[src/rtl/ps2_host_tx.sv]
// ps2_host_tx: host-to-device PS/2 transmitter.
// Sends one command byte to the device over the shared open-collector ps2_clk/ps2_data lines.
// The block only ever pulls a line low (oe=1) or releases it (oe=0).
`timescale 1ns/1ps
module ps2_host_tx #(
  parameter int INHIBIT_CYCLES = 2500,    // clk cycles ps2_clk is held low before request-to-send
  parameter int TIMEOUT_CYCLES = 375000,  // max clk cycles between device clock falls / for final idle
  parameter int CNT_W          = 19       // shared timer width, holds max(INHIBIT_CYCLES, TIMEOUT_CYCLES)
) (
  input  logic       clk,
  input  logic       rst,
  input  logic       ps2_clk_in,
  input  logic       ps2_data_in,
  output logic       ps2_clk_oe,
  output logic       ps2_data_oe,
  input  logic [7:0] tx_data,
  input  logic       tx_valid,
  output logic       tx_ready,
  output logic       busy,
  output logic       tx_done,
  output logic       tx_error
);

  localparam logic [CNT_W-1:0] INH_LAST = CNT_W'(INHIBIT_CYCLES - 1);
  localparam logic [CNT_W-1:0] TMO_LAST = CNT_W'(TIMEOUT_CYCLES - 1);

  typedef enum logic [2:0] {
    S_IDLE,
    S_INHIBIT,
    S_REQ,
    S_BITS,
    S_ACK,
    S_WAIT_IDLE
  } state_t;

  // Pad synchronisers; idle lines read high, so reset to 1 to avoid a false fall after reset
  logic r_clk_s1, r_clk_s2, r_clk_prev;
  logic r_data_s1, r_data_s2;

  state_t           r_state;
  logic [CNT_W-1:0] r_timer;
  logic [3:0]       r_bit_idx;
  logic [7:0]       r_byte;
  logic             r_par;
  logic             r_clk_oe;
  logic             r_data_oe;
  logic             r_tx_ready;
  logic             r_tx_done;
  logic             r_tx_error;

  logic w_fall;
  logic w_timeout;

  // Two-flop synchronisers plus one delayed copy of ps2_clk for edge detection
  always_ff @(posedge clk) begin
    if (rst) begin
      r_clk_s1   <= 1'b1;
      r_clk_s2   <= 1'b1;
      r_clk_prev <= 1'b1;
      r_data_s1  <= 1'b1;
      r_data_s2  <= 1'b1;
    end else begin
      r_clk_s1   <= ps2_clk_in;
      r_clk_s2   <= r_clk_s1;
      r_clk_prev <= r_clk_s2;
      r_data_s1  <= ps2_data_in;
      r_data_s2  <= r_data_s1;
    end
  end

  assign w_fall    = r_clk_prev & ~r_clk_s2;
  assign w_timeout = (r_timer == TMO_LAST);

  // Transmit FSM; the timer restarts on every state entry and every device clock fall
  always_ff @(posedge clk) begin
    if (rst) begin
      r_state    <= S_IDLE;
      r_timer    <= '0;
      r_bit_idx  <= '0;
      r_byte     <= '0;
      r_par      <= 1'b0;
      r_clk_oe   <= 1'b0;
      r_data_oe  <= 1'b0;
      r_tx_ready <= 1'b1;
      r_tx_done  <= 1'b0;
      r_tx_error <= 1'b0;
    end else begin
      r_tx_done  <= 1'b0;
      r_tx_error <= 1'b0;
      r_timer    <= r_timer + 1'b1;
      case (r_state)
        S_IDLE: begin
          r_timer    <= '0;
          r_clk_oe   <= 1'b0;
          r_data_oe  <= 1'b0;
          r_tx_ready <= 1'b1;
          if (tx_valid) begin
            r_byte     <= tx_data;
            r_par      <= ~^tx_data;   // odd parity over data + parity bit
            r_clk_oe   <= 1'b1;        // begin inhibit: hold ps2_clk low
            r_tx_ready <= 1'b0;
            r_state    <= S_INHIBIT;
          end
        end

        S_INHIBIT: begin
          if (r_timer == INH_LAST) begin
            r_data_oe <= 1'b1;         // start bit while clock is still held
            r_timer   <= '0;
            r_state   <= S_REQ;
          end
        end

        S_REQ: begin
          r_clk_oe  <= 1'b0;           // release clock: device now generates it
          r_bit_idx <= '0;
          r_timer   <= '0;
          r_state   <= S_BITS;
        end

        S_BITS: begin
          if (w_fall) begin
            r_timer   <= '0;
            r_bit_idx <= r_bit_idx + 1'b1;
            if (r_bit_idx < 4'd8) begin
              r_data_oe <= ~r_byte[r_bit_idx[2:0]];
            end else if (r_bit_idx == 4'd8) begin
              r_data_oe <= ~r_par;
            end else begin
              r_data_oe <= 1'b0;       // stop bit: release data, device will ACK
              r_state   <= S_ACK;
            end
          end else if (w_timeout) begin
            r_clk_oe   <= 1'b0;
            r_data_oe  <= 1'b0;
            r_tx_error <= 1'b1;
            r_tx_ready <= 1'b1;
            r_timer    <= '0;
            r_state    <= S_IDLE;
          end
        end

        S_ACK: begin
          if (w_fall) begin
            r_timer <= '0;
            if (!r_data_s2) begin
              r_state <= S_WAIT_IDLE;
            end else begin
              r_tx_error <= 1'b1;      // device did not acknowledge
              r_tx_ready <= 1'b1;
              r_state    <= S_IDLE;
            end
          end else if (w_timeout) begin
            r_clk_oe   <= 1'b0;
            r_data_oe  <= 1'b0;
            r_tx_error <= 1'b1;
            r_tx_ready <= 1'b1;
            r_timer    <= '0;
            r_state    <= S_IDLE;
          end
        end

        S_WAIT_IDLE: begin
          if (r_clk_s2 && r_data_s2) begin
            r_tx_done  <= 1'b1;
            r_tx_ready <= 1'b1;
            r_timer    <= '0;
            r_state    <= S_IDLE;
          end else if (w_timeout) begin
            r_clk_oe   <= 1'b0;
            r_data_oe  <= 1'b0;
            r_tx_error <= 1'b1;
            r_tx_ready <= 1'b1;
            r_timer    <= '0;
            r_state    <= S_IDLE;
          end
        end

        default: begin
          r_clk_oe   <= 1'b0;
          r_data_oe  <= 1'b0;
          r_tx_ready <= 1'b1;
          r_timer    <= '0;
          r_state    <= S_IDLE;
        end
      endcase
    end
  end

  assign ps2_clk_oe  = r_clk_oe;
  assign ps2_data_oe = r_data_oe;
  assign tx_ready    = r_tx_ready;
  assign busy        = ~r_tx_ready;
  assign tx_done     = r_tx_done;
  assign tx_error    = r_tx_error;

endmodule

[config.mk]
export PLATFORM = sky130hd
export DESIGN_NAME = ps2_host_tx
export DESIGN_NICKNAME = d
export VERILOG_FILES = /design/src/rtl/ps2_host_tx.sv
export SDC_FILE = /design/constraint.sdc
export NUM_CORES = 1
export LEC_CHECK = 0
export BUFFER_PORTS_ARGS = -buffer_cell sky130_fd_sc_hd__buf_2
export CAP_MARGIN = 10
export CORE_AREA = 5 5 96 71
export CTS_CLUSTER_DIAMETER = 50
export DETAILED_ROUTE_END_ITERATION = 7
export DIE_AREA = 0 0 101 76
export GPL_TIMING_DRIVEN = 0
export SLEW_MARGIN = 15
export SYNTH_ARGS = -nofsm -noshare
export SYNTH_HDL_FRONTEND = slang
export SYNTH_SLANG_ARGS = --single-unit
export TNS_END_PERCENT = 5
[constraint.sdc]
create_clock -name clk -period 5.6 [get_ports clk]
set_input_delay 1.12 -clock clk [delete_from_list [all_inputs] [get_ports clk]]
set_output_delay 1.12 -clock clk [all_outputs]
set_load 0.02 [all_outputs]
== Word-level counts from Yosys, hierarchy flattened ==
Index checks and enable logic that the tools add are counted.

* Flip-flop bits (word level): 45
* Output and inout bits: 6
* Word-level logic and storage cells: 105

* Equality and inequality tests: 18
* Add/subtract/negate cells: 2
* Muxes and demuxes: 46
* Bitwise gates (word level): 9
* $lt $le $gt $ge: 2
* Reductions and logical operators: 13

{| class="wikitable"
|+ Operators by type and width
! cell !! number
|-
| 19-bit 2-to-1 mux || 4
|-
| 19-bit one-hot mux with 3 select lines || 1
|-
| 3-bit 2-to-1 mux || 9
|-
| 1-bit 2-to-1 mux || 24
|-
| 19-bit by 1-bit adder with 19-bit output, second input constant || 1
|-
| 19-bit by 12-bit == test with 1-bit output, second input constant || 1
|-
| 19-bit == test, second input constant || 1
|-
| 3-bit one-hot mux with 6 select lines || 1
|-
| 2-bit != test, second input constant || 7
|-
| 1-bit one-hot mux with 5 select lines || 2
|-
| 3-bit != test, second input constant || 3
|-
| 1-bit inverter || 8
|-
| 4-bit one-hot mux with 2 select lines || 1
|-
| 4-bit AND reduction || 2
|-
| 8-bit XNOR reduction || 1
|-
| 3-bit by 2-bit == test with 1-bit output, second input constant || 2
|-
| 3-bit == test, second input constant || 2
|-
| 3-bit AND reduction || 2
|-
| 2-bit OR reduction || 3
|-
| 4-bit by 1-bit adder with 4-bit output, second input constant || 1
|-
| 4-bit == test, second input constant || 1
|-
| 3-bit by 4-bit less-than comparator with 1-bit output, second input constant || 1
|-
| 4-bit less-than comparator, second input constant || 1
|-
| 4-bit 2-to-1 mux || 1
|-
| other kinds (9) || 10
|}

== Logic depth before layout (Yosys ltp) ==
* Word-level depth: 6
* Depth in mapped cells: 8
* Mapped depth without buffers: 7

== Worst setup path before layout ==
No wires, ideal clock.

* Kind: input to register
* Start: input rst
* End: register r_timer[15]
* Stages: 6
* Required time: 5.536 ns
* Setup slack: 3.481 ns
* Arrival: 2.055 ns
* Setup time: 0.064 ns
* Cells stage by stage: clkbuf_1 -> a21o_1 -> a211o_1 -> buf_6 -> buf_6 -> nor2_1

{| class="wikitable"
|+ RTL lines
! what !! line !! text
|-
| start, declared || 11 || <nowiki>input logic rst,</nowiki>
|-
| end signal, assigned || 90 || <nowiki>r_timer <= r_timer + 1'b1;</nowiki>
|-
| end, declared || 41 || <nowiki>logic [CNT_W-1:0] r_timer;</nowiki>
|}

==> summary.md <==
| Metric | Value |
|---|---|
| Result of the run | `completed` |
| Synth area leader | `dfxtp_1` |
| Top cells by area, synth | `dfxtp_1 40%, xnor2_1 6.6%, nand2_1 5.7%` |
| Cts bufs inserted | `5` |
| Grt total ovfl | `0` |
| First-pass GRT wire length | `8.34 mm` |
| Yosys cell types | `50` |
| Worst Slack Setup Final | `3570 ps` |
| Switching Share | `28.3%` |
| Worst-path maximum fanout | `10` |
| Total wire length | `5.06 mm` |
| Root buffer cell | `clkbuf_8` |
| Worst vdd ir | `152 uV` |
| Worst path arrival time | `2250 ps` |
| Hpwl dp | `3.75 mm` |
| Die width | `101 um` |
| RSZ-0062 raised after global routing | `no` |
| Clock power share | `32.8%` |
| Synth async-reset ratio | `0%` |
| Total GRT Usage | `13.4%` |
| Internal power | `0.000543 W` |
| Clock-pin slew of the registers on the worst-case setup and hold paths | `about 80 ps` |
| Hold path cells | `1` |
| Avg Inst Size Synth | `about 8.4 um^2` |
| Pre-CTS WS | `3270 ps` |
| Max Cap Viol | `0` |
| Clk sinks | `45` |
| R2R depth | `6` |
| Setup TNS | `0 ps` |
| Final setup viols | `0` |
| CTS max path bufs | `2` |
| Row Count | `24` |
| DR vias | `1883` |
| Hold Path Class | `reg2reg` |
| Flop pwr share | `46.1%` |
| Max-slew headroom | `62.1%` |
| Buf/Inv on CP | `3` |
| Sw Pwr | `0.000215 W` |
| Most used flip-flop cell after synthesis | `dfxtp_1` |
| Post-CTS Hold Buffers | `0` |
| Worst-Skew Late Latency | `290 ps` |
| Clock Skew | `between 10 and 15 ps` |
| Crit-path leading delay family | `compound AO/OA/AOI/OAI gates` |
| CP most frequent cell | `buf_6` |
| Worst Tran Pin Value | `566 ps` |
| Sequential area share after synthesis | `40.2%` |
| Wirelength per Cell | `between 10 and 15 um` |
| Power Density | `298 nW/um^2` |
| Core Region | `5920 um^2` |
| CP endpoint kind | `register` |
| Combinational share of power | `a little over a fifth` |
| Minimum clock period | `2030 ps` |
| PortBufs | `17` |
| Post-route insts no fill | `370` |
| FMAX | `0.493 GHz` |
| Die area | `7680 um^2` |
| Final ANT Viol Nets | `0` |
| Final Max Slew Viols | `0` |
| Post-CTS setup repair buffer count | `0` |
| Setup CP Type | `in2reg` |
| Number of cells on the critical path | `6` |
| Drt first-iter violations | `151` |
| Post-Place Cells | `362` |
| CP startpoint kind | `input port` |
| Vias in the first global route | `approximately 1700` |
| Yosys reg bits | `45` |
| Cell chain of the critical path | `clkbuf_1 -> a21o_1 -> a211o_1 -> buf_6 -> buf_6 -> nor2_1` |
| Drt pass-1 iters | `5` |
| Number of synthesized flops with an enable pin | `0` |
| Via/cell ratio | `5.09` |
| DRC | `0` |
| CP required | `slightly below 6000 ps` |
| Pin count of the biggest net entering global routing | `14` |
| Mapped Cells | `267` |
| Syn_nets | `283` |
| P_leak | `0.851 nW` |
| I/O pins | `19` |
| Initial antenna violation count | `0` |
| Post-cts sizing count | `0` |
| Initial Utilization | `37.9%` |
| Crit-path slowest cell | `a211o_1` |
| Fin. Hold Viols | `0` |
| CP max stage delay | `about 280 ps` |
| # H-tree levels | `2` |
| Final nets | `a little over 300` |
| Synth warn | `0` |
| Ant diodes | `0` |
| Routability-driven placement congestion ratio | `0.864` |
| Share of the synthesized area in the top cell type | `40.2%` |
| CTS tree | `done` |
| Share of layout cells above drive strength 1 | `about 14%` |
| Mapped cell area | `2240 um^2` |
| Tcrit/Tclk final | `36.3%` |
| Die H | `76 um` |
| Area growth syn-to-layout | `13.3%` |
==> logic make-up (layout without fill, tap and decap cells) <==
logic type / count (synthesis) / after routing / share of synthesized area [%]
adder cells (fa/ha/maj): 3 / 3 / 1.68
flip-flops: 45 / 45 / 40.2
AND/OR/NAND/NOR: 116 / 116 / 26.1
XOR/XNOR: 26 / 26 / 10.2
buffers and inverters: 23 / 48 / 4.63
AO/OA/AOI/OAI: 50 / 50 / 14.7
multiplexers: 4 / 4 / 2.46
==> final timing paths <==
kind | startpoint | to | slack (ps)
max reg2reg | r_state[2] | ps2_clk_oe | 3590
min | r_data_s1 | r_data_s2 | 410
max | rst | r_timer[17] | 3570
min reg2reg | r_data_s1 | r_data_s2 | 410
==> state kept, by name (all words and copies together), names as in the netlist <==
name	count
r_bit_idx	4
r_par	1
r_clk_prev	1
r_data_s2	1
tx_done	1
r_state	3
ps2_data_oe	1
tx_error	1
r_clk_s2	1
tx_ready	1
r_clk_s1	1
r_data_s1	1
r_timer	19
ps2_clk_oe	1
r_byte	8
==> power groups by stage <==
stage	combinational, W	clock [W]	sequential [W]
after floorplan	0.000113	0	0.000358
after global placement	0.000158	0	0.000357
after detailed placement	0.000158	0	0.000357
after CTS	0.000158	0.000259	0.000349
after global routing	0.000177	0.000269	0.000352
final	0.000160	0.000248	0.000350
==> layout by cell type (no fill, tap or decap), drive strengths merged, types with 3 or more instances in the layout <==
cell type  instances
buf               22
inv               10
a22oi              3
a21oi             15
nor2              28
xor2               9
nand4              5
nand3              8
clkbuf            15
nand2             34
nand2b             5
ha                 3
a31oi              4
and4               3
nor4               6
dfxtp             45
or2                6
xnor2             17
a211oi             5
a211o              4
o21ai              7
nor3               6
==> cell usage after synthesis (2+ instances only) <==
cell type	number
a211o_1	4
a211oi_1	5
a21oi_1	15
a22oi_1	3
a31oi_1	4
a32oi_1	2
and3_1	2
and4_1	2
buf_2	2
buf_6	2
clkbuf_1	8
dfxtp_1	45
ha_1	3
inv_1	10
mux2_2	2
nand2_1	34
nand2b_1	5
nand3_1	8
nand4_1	5
nor2_1	27
nor3_1	6
nor3b_1	2
nor4_1	6
nor4b_1	2
o21ai_0	7
o31ai_1	2
or2_2	6
or3_1	2
xnor2_1	17
xor2_1	9
==> worst register-to-register path, delay by kind of cell (launching register included) <==
kind	cells	cell delay, ps
simple gates	2	730
buf+inv	2	590
flops	1	350
compound gates	2	270
==> metrics by stage <==
| stage | cell area (um^2) | utilization, % | power [W] | hold slack (ps) |
|---|---|---|---|---|
| 2_1_floorplan | 2240 | - | 0.000472 | 389 |
| 3_5_place_dp | 2420 | 41.0 | 0.000515 | 395 |
| 4_1_cts | 2540 | 42.9 | 0.000767 | 415 |
| 5_1_grt | 2540 | 42.9 | 0.000797 | 432 |
| 3_3_place_gp | 2420 | 41.0 | 0.000515 | 392 |
| 6_report | 2540 | 42.9 | 0.000758 | 411 |
==> cell type report <==
type / count / area [um^2]
fill: 571 / 3380
multi-input combinational: 199 / 1240
sequential: 45 / 901
tap: 78 / 97.6
clock buffer: 7 / 86.3
timing repair buffer: 17 / 85.1
buffer: 13 / 66.3
inverter: 10 / 37.5
clock inverter: 1 / 30.0
==> routing by layer <==
metal / up-vias / track usage (%) / wire length (um)
li1: 988 / - / -
met1: 851 / 21.6 / 2750
met2: 42 / 16.9 / 2040
met3: 2 / 2.93 / 218
met4: 0 / 5.05 / 46
met5: - / 0 / 0
Note: power is estimated with default switching activity, not from simulation.
